File: src/rtl/pooled_serializer.sv
// Captures pooled-pixel bundles into a two-deep buffer and streams them lane 0 first, one beat per cycle; first beat valid one cycle after En.
// Beats hold stable while pixelReady is low; a bundle arriving with both slots held and no release that cycle is dropped and overflow sticks.
module pooled_serializer #(
  parameter int DATA_W = 8,
  parameter int LANES  = 4
) (
  input  logic                          clk,
  input  logic                          rst,
  input  logic                          En,
  input  logic [LANES-1:0][DATA_W-1:0]  pooledPixels,
  output logic [DATA_W-1:0]             pixelOut,
  output logic                          pixelValid,
  input  logic                          pixelReady,
  output logic                          pixelLast,
  output logic [1:0]                    occupancy,
  output logic                          overflow
);

  localparam int LANE_W = (LANES > 1) ? $clog2(LANES) : 1;
  localparam logic [LANE_W-1:0] LAST_LANE = LANE_W'(LANES - 1);

  typedef enum logic [1:0] {
    EMPTY = 2'd0,
    ONE   = 2'd1,
    TWO   = 2'd2
  } occState_t;

  typedef logic [LANES-1:0][DATA_W-1:0] bundle_t;

  occState_t         state;
  occState_t         stateNext;
  logic [LANE_W-1:0] lane;
  bundle_t           headQ;
  bundle_t           tailQ;
  logic              overflowQ;

  logic beatXfer;
  logic lastXfer;
  logic loadHeadNew;
  logic loadHeadTail;
  logic loadTailNew;
  logic dropBundle;

  assign beatXfer = (state != EMPTY) && pixelReady;
  assign lastXfer = beatXfer && (lane == LAST_LANE);

  // Slot steering: a release in the same cycle as a capture shifts the queue
  // so the new bundle always lands behind whatever is still pending.
  assign loadHeadNew  = En && ((state == EMPTY) || (state == ONE && lastXfer));
  assign loadHeadTail = (state == TWO) && lastXfer;
  assign loadTailNew  = En && ((state == ONE && !lastXfer) || (state == TWO && lastXfer));
  assign dropBundle   = En && (state == TWO) && !lastXfer;

  always_ff @(posedge clk) begin
    if (rst) begin
      state <= EMPTY;
    end else begin
      state <= stateNext;
    end
  end

  always_comb begin
    stateNext = state;
    unique case (state)
      EMPTY: begin
        if (En) stateNext = ONE;
      end
      ONE: begin
        if (En && !lastXfer)      stateNext = TWO;
        else if (!En && lastXfer) stateNext = EMPTY;
      end
      TWO: begin
        if (lastXfer && !En) stateNext = ONE;
      end
      default: stateNext = EMPTY;
    endcase
  end

  always_comb begin
    pixelValid = (state != EMPTY);
    pixelOut   = headQ[lane];
    pixelLast  = (state != EMPTY) && (lane == LAST_LANE);
    occupancy  = state;
    overflow   = overflowQ;
  end

  always_ff @(posedge clk) begin
    if (rst) begin
      lane      <= '0;
      headQ     <= '0;
      tailQ     <= '0;
      overflowQ <= 1'b0;
    end else begin
      if (lastXfer) begin
        lane <= '0;
      end else if (beatXfer) begin
        lane <= lane + 1'b1;
      end

      if (loadHeadNew) begin
        headQ <= pooledPixels;
      end else if (loadHeadTail) begin
        headQ <= tailQ;
      end

      if (loadTailNew) begin
        tailQ <= pooledPixels;
      end

      if (dropBundle) begin
        overflowQ <= 1'b1;
      end
    end
  end

endmodule

File: config.mk
export PLATFORM = sky130hd
export DESIGN_NAME = pooled_serializer
export DESIGN_NICKNAME = d
export VERILOG_FILES = /design/src/rtl/pooled_serializer.sv
export SDC_FILE = /design/constraint.sdc
export NUM_CORES = 1
export LEC_CHECK = 0
export CAP_MARGIN = 20
export CORE_UTILIZATION = 56
export CTS_BUF_LIST = sky130_fd_sc_hd__clkbuf_4 sky130_fd_sc_hd__clkbuf_8
export DETAILED_ROUTE_END_ITERATION = 16
export PLACE_DENSITY = 0.82
export SYNTH_ARGS = -nofsm -noshare
export SYNTH_HDL_FRONTEND = slang
export SYNTH_SLANG_ARGS = --single-unit
File: constraint.sdc
create_clock -name clk -period 2.4 [get_ports clk]
set_clock_uncertainty 0.2 [all_clocks]
set_input_delay 0.48 -clock clk [delete_from_list [all_inputs] [get_ports clk]]
set_output_delay 0.48 -clock clk [all_outputs]
set_load 0.01 [all_outputs]
# After elaboration in Yosys (flattened, before gate mapping)
# Index checks and enable logic that the tools add are counted.
[op_classes]
addsub = 1
order_cmp = 1
n_eq_ne = 6
muxes = 9
reduce_logical = 21
[op_table]
columns = ["cell", "count"]
rows = [
  ["32-bit 2-to-1 mux", 2],
  ["8-bit binary-select mux with 2-bit select", 1],
  ["1-bit logical AND", 12],
  ["2-bit 2-to-1 mux", 4],
  ["8-bit 2-to-1 mux", 1],
  ["2-bit case mux with 3 select lines", 1],
  ["2-bit == test, second input constant", 2],
  ["2-bit nonzero test", 2],
  ["2-bit by 3-bit less-than comparator with 1-bit output, second input constant", 1],
  ["3-bit by 1-bit inequality test with 1-bit output, second input constant", 1],
  ["3-bit AND reduction", 1],
  ["2-bit by 1-bit adder with 2-bit output, second input constant", 1],
  ["2-bit by 1-bit == test with 1-bit output, second input constant", 1],
  ["1-bit logical NOT", 2],
  ["2-bit logical NOT", 1],
  ["1-bit logical OR", 2],
  ["2-bit by 1-bit inequality test with 1-bit output, second input constant", 1],
  ["2-bit inequality test, second input constant", 1],
  ["2-bit OR reduction", 1],
]
[totals]
reg_bits = 69
input_bits = 36
out_inout_bits = 13
elab_cells = 49

# Longest topological paths before layout
# Gate-level depths: netlist of the first run.
[depth]
depth_word = 7
mapped_depth = 8
depth_no_buf = 5

# Least setup slack after synthesis of the first run
# No wires, ideal clock.
[synth_path]
kind = "flip-flop to output port"
startpoint = "register lane[0]"
endpoint = "output pixelOut[0]"
arrival_ns = 1.130
slack_ns = 0.590
stages_incl_launch_ff = 3
cell_sequence = "dfxtp_1 > buf_2 > mux4_2"
[synth_via]
elab_chain_cells = 2
[synth_rtl]
columns = ["element", "line_no", "source"]
rows = [
  ["start, declared", "32", "logic [LANE_W-1:0] lane;"],
  ["start signal, assigned", "97", "lane <= lane + 1'b1;"],
  ["8-bit binary-select mux with 2-bit select", "81", "pixelOut = headQ[lane];"],
  ["8-bit 2-to-1 mux (implied by the code)", "81", ""],
  ["end, declared", "11", "output logic [DATA_W-1:0] pixelOut,"],
]
# No other way between the ends. The select of a mux whose other input is x is not followed.

# Final worst setup path of the first run
[layout_path]
startpoint = "register lane[0]"
endpoint = "output pixelOut[4]"
# Same word-level chain as after synthesis.

==> results of run 1 <==
## routing by layer
| metal | wire length, um | share of wire | GRT usage |
|---|---|---|---|
| met3 | 334 | 0.046 | 0.0580 |
| met2 | 3400 | 0.47 | 0.407 |
| met1 | 3360 | 0.46 | 0.335 |
| met5 | 0 | 0 | 0 |
| met4 | 152 | 0.021 | 0.0982 |
## report_power, final
part	internal [uW]	switching [uW]	total (uW)
clock network	429	410	839
registers	1230	53.7	1280
logic	242	207	450
## cell families (layout without fill, tap and decap cells)
logic type / after synthesis / count (layout)
and+or+nand+nor: 179 / 179
DFF: 69 / 69
AOI/OAI and AO/OA: 43 / 43
muxes: 40 / 40
buffers and inverters: 31 / 74
adders and majority gates: 1 / 1
## worst reg2reg max path, stage by stage (launching register included)
cell and delay (ps):
dfxtp_2 350, buf_4 140, ha_2 210, buf_4 150, nand4b_1 130, o21ai_1 100, and2_2 170, buf_12 240
mux2i_1 280
## through the flow
step | util | power (uW) | std cells
2_1_floorplan | - | 1590 | 363
3_3_place_gp | 0.667 | 1760 | 466
3_5_place_dp | 0.667 | 1770 | 466
4_1_cts | 0.695 | 2580 | 481
5_1_grt | 0.695 | 2690 | 481
6_report | 0.695 | 2570 | 481
## repair_timing
item / CTS / global route
endpoints found under the setup margin: 9 / 1
pin swaps: 0 / 0
hold endpoints to repair: 0 / 0
resized for setup: 10 / 1
## sequential cells by signal (all words and copies together) (netlist names)
register	flops
occupancy	2
headQ	32
lane	2
overflow	1
tailQ	32
## final timing paths
path                     startpoint                     end  slack (ps)  cells after the start
max            lane[0]$_SDFFE_PP0P_             pixelOut[4]          80                      3
min          tailQ[31]$_SDFFE_PP0P_  tailQ[31]$_SDFFE_PP0P_         280                      2
max reg2reg    lane[0]$_SDFFE_PP0P_  tailQ[11]$_SDFFE_PP0P_         350                      8
min reg2reg  tailQ[31]$_SDFFE_PP0P_  tailQ[31]$_SDFFE_PP0P_         280                      2
## placed cells by master (no fill, tap or decap), types with 8 or more instances in the layout
cell type | netlist | routed
a311oi_2 | 21 | 21
a311oi_1 | 11 | 11
mux4_2 | 8 | 8
nor2_1 | 37 | 37
nand2b_1 | 64 | 64
clkbuf_8 | 0 | 10
dlygate4sd2_1 | 0 | 8
dfxtp_1 | 69 | 68
clkdlybuf4s50_1 | 0 | 38
nand2_1 | 66 | 66
mux2i_1 | 32 | 32
## area by class of cell
cell class / count / area, um2
Timing Repair Buffer: 59 / 613
Sequential cell: 69 / 1380
Fill cell: 465 / 1800
Clock inverter: 2 / 10.0
Multi-Input combinational cell: 263 / 1860
Tap cell: 75 / 93.8
Clock buffer: 13 / 160
==> results.cfg, run 1 <==
[sta]
finalSetupTns_ps = 0
finalSetupViolations = 0
post-route-period-util = 0.965
fin_ws_ps = 83.1
clock.fmax_mhz = 432
post-route-min-period_ps = 2320
tightestPinTransition_ps = 514
slew-limit-headroom = 0.654
hold_viol = 0
slew_violations = 0
hold_ws_ps = 276
rsz0062_at_grt = false

[clock_tree]
htreeDepth = 3
clock_path_buffers = 2
path_clk_slew_ps = 70
cts_inserted_buffers = 9
cts_root_buffer = clkbuf_8
worstSkewPairLatency_ps = 350
cts_num_sinks = 69
cts.hold.buffers_added = 0
post_cts_buffers = 0
cts_tree = done

[job]
maxCapViolCount = 0

[global_routing]
grt_max_degree = 103
gr-usage-all-layers = 0.255
grt_pass1_wl_um = 12300
overflow = 0
grt_pass1_vias = 2637
antenna_found_initial = 0

[floorplan]
start_util = 0.578
io_pins = 49
die_w_um = 80.2
die_area_um2 = 6430
core_um2 = 5920
rows = 28
die_height_um = 80.2

[setup_path]
cp_cell_sequence = buf_12 > mux4_2 > dlygate4sd2_1
crit_path_top_delay_cell = mux4_2
worstSetupStartpointType = register
critPathBufInv = 2
cp.required_ps = 1720
endpoint_kind = output port
critPathTopFamily = multiplexers
cpPeakStageDelay_ps = 510
path_class = register to output port
path_max_fanout = 7
cp.arrival_ps = 1640

[final_layout]
syn_to_final_growth_pct = 20.3
drive_gt1_frac = 0.155
antenna_cells = 0
final_nets = 439
finish.instance_area_um2 = 4120

[yosys]
postSynth.asyncResetShare = 0
netlist_top_cells_count = 69 x dfxtp_1, 66 x nand2_1, 64 x nand2b_1
seq_area_frac_synth = 0.404
synth_edf_count = 0
synth.largest_area_cell = dfxtp_1
synth_compound_area_frac = 0.139
syn-cell-area_um2 = 3420
synth-adder-area-share = 0.00366
synth_xor_area_frac = 0
synth_simple_gate_area_frac = 0.252
yosysUniqueCellTypes = 30
synth_top_family_by_area = simple AND/OR/NAND/NOR gates
yosys-top-cells-area = dfxtp_1 40%, nand2b_1 12%, mux2i_1 9.4%
syn-instance-count = 363
synthMuxAreaShare = 0.146
yosysMostFrequentCell = dfxtp_1
synth_top_area_share = 0.404
syn_area_per_cell_um2 = 9.43
ys_seq_elements = 69
syn_nets = 400
synth_flop_cell = dfxtp_1
yosys_warnings = 0

[detailed_routing]
vias = 2654
dr.pass1.iters = 4
drtIter0Drc = 121
routedWlPerCell_um = 15.1
drt-total-wl_um = 7240
vias_per_cell = 5.52
post-route-drc-count = 0
final_antenna_net_count = 0

[placement]
detailed_place.area_um2 = 3950
dp_slack_ps = 121
hpwl_um = 4580
port_buffers = 48
routabilityCongestion = 0.744

[worst_hold_path]
hold_class = register to register

[power_and_ir_drop]
power_density_nw_per_um2 = 625
ir_worst_vdd_mv = 0.369
p_leak_uw = 0.00147

[outcome]
outcome = finished, final reports clean
Note: power is estimated with default switching activity, not from simulation.
==> run 2: changes to the inputs <==
CAP_MARGIN = 10   (was 20)
==> results of run 2 <==
Final layout, timing and power as in run 1 (identical DEF).
==> run 3: changes to the inputs <==
ABC_CLOCK_PERIOD_IN_PS = 2400   (was unset)
MAX_ROUTING_LAYER = met4   (was unset)
TNS_END_PERCENT = 30   (was unset)
==> run 3 against run 2 <==
  * Register-to-register slack is essentially flat
  * Final cell count is the same
  * Setup slack gained 7.6 ps
  * Maximum frequency grew 0.33%
  * Largest power group unchanged
  * Highest routed layer unchanged
==> results.cfg, run 3 (synthesis results as in run 1) <==
[outcome]
outcome = finished, final reports clean

[final_layout]
drive_gt1_frac = 0.155
utilization = 0.695
layout_common_cells = 68 x dfxtp_1, 66 x nand2_1, 64 x nand2b_1
antenna_cells = 0
fillers = 465
syn_to_final_growth_pct = 20.3
stdcell_count = 481
final_nets = 439
reg_top3 = headQ: 32 flops, tailQ: 32 flops
final_common_cell = dfxtp_1

[setup_path]
endpoint_kind = output port
path_class = register to output port
worstSetupStartpointType = register
r2r-end = tailQ[11]$_SDFFE_PP0P_
timing.rr.start = lane[0]$_SDFFE_PP0P_
cpPeakStageDelay_ps = 510
cp.required_ps = 1720
cp_cell_sequence = buf_12 > mux4_2 > dlygate4sd2_1
crit_path_top_delay_cell = mux4_2
r2r_setup_slack_ps = 340
reg2reg_depth = 8
path_max_fanout = 7
cp.arrival_ps = 1630

[power_and_ir_drop]
ir_worst_vdd_mv = 0.370
design_power_total_uw = 2570
p_leak_uw = 0.00147
power_density_nw_per_um2 = 623

[placement]
port_buffers = 48
routabilityCongestion = 0.754
placedCellCount = 466
hpwl_um = 4580

[floorplan]
die_w_um = 80.2
rows = 28
die_area_um2 = 6430
core_um2 = 5920
start_util = 0.578
io_pins = 49
die_height_um = 80.2

[sta]
hold_viol = 0
finalSetupTns_ps = 0
post-route-min-period_ps = 2310
finalSetupViolations = 0
post-route-period-util = 0.962
tightestPinTransition_ps = 534
slew_violations = 0
slew-limit-headroom = 0.640
rsz0062_at_grt = false
clock.fmax_mhz = 433
hold_ws_ps = 275

[clock_tree]
clock_path_buffers = 2
cts_root_buffer = clkbuf_8
cts_num_sinks = 69
post_cts_buffers = 0
path_clk_slew_ps = 60
cts_tree = done
htreeDepth = 3
worstSkewPairLatency_ps = 340
cts_resized = 10
cts_inserted_buffers = 9
cts.hold.buffers_added = 0

[detailed_routing]
final_antenna_net_count = 0
drt-total-wl_um = 7240
vias_per_cell = 5.55
drtIter0Drc = 132
dr.pass1.iters = 4
routedWlPerCell_um = 15.0
post-route-drc-count = 0
vias = 2668

[worst_hold_path]
hold_class = register to register
holdPathStages = 2
hp-start = headQ[31]$_SDFFE_PP0P_
hold_path_end = headQ[31]$_SDFFE_PP0P_

[global_routing]
grt_pass1_wl_um = 12300
grt_max_degree = 103
grt_pass1_vias = 2639
overflow = 0
gr-usage-all-layers = 0.261
antenna_found_initial = 0

[job]
maxCapViolCount = 0
==> run 3: cell counts in the layout (fill, tap and decap cells not counted) <==
No cell type changed its count.
==> run 3: critical path, delay by kind of cell, from the launching register on <==
| kind | cells | cell delay (ps) |
|---|---|---|
| buffers and inverters | 2 | 430 |
| flip-flops | 1 | 350 |
| multiplexers | 1 | 510 |
==> run 3: metrics by stage <==
stage | cell area (um2) | worst slack, ps
final | 4120 | 90.7
after global routing | 4120 | 30.1
after CTS | 4120 | 34.7
after detailed placement | 3950 | 121
after global placement | 3950 | 213
after floorplan | 3420 | 590
==> run 3: per-layer routing <==
layer | GRT usage | vias to the layer above | share of wire
met4 | 0.114 | 0 | 0.014
met2 | 0.406 | 68 | 0.48
li1 | - | 1324 | -
met5 | - | - | 0
met1 | 0.335 | 1267 | 0.46
met3 | 0.0443 | 9 | 0.046
==> run 3: worst max path at each step <==
| stage | startpoint | endpoint | cells after the start |
|---|---|---|---|
| 6_report | lane[0]$_SDFFE_PP0P_ | pixelOut[4] | 3 |
| 5_1_grt | lane[0]$_SDFFE_PP0P_ | pixelOut[2] | 3 |
| 4_1_cts | lane[0]$_SDFFE_PP0P_ | pixelLast | 4 |
| 3_5_place_dp | pixelReady | tailQ[11]$_SDFFE_PP0P_ | 6 |
| 3_3_place_gp | lane[0]$_SDFFE_PP0P_ | pixelOut[2] | 3 |
| 2_1_floorplan | lane[0]$_SDFFE_PP0P_ | pixelOut[0] | 2 |
==> run 3: layout make-up <==
cell class | count | area [um2] | share of cell area
Tap cell | 75 | 93.8 | 0.0228
Sequential cell | 69 | 1380 | 0.336
Timing Repair Buffer | 59 | 613 | 0.149
Clock buffer | 13 | 160 | 0.0389
Clock inverter | 2 | 10.0 | 0.00243
Multi-Input combinational cell | 263 | 1860 | 0.451
==> run 3: where the power goes <==
part	switching, uW	internal (uW)
combinational	208	242
sequential	53.7	1230
clock	402	429
total	664	1900
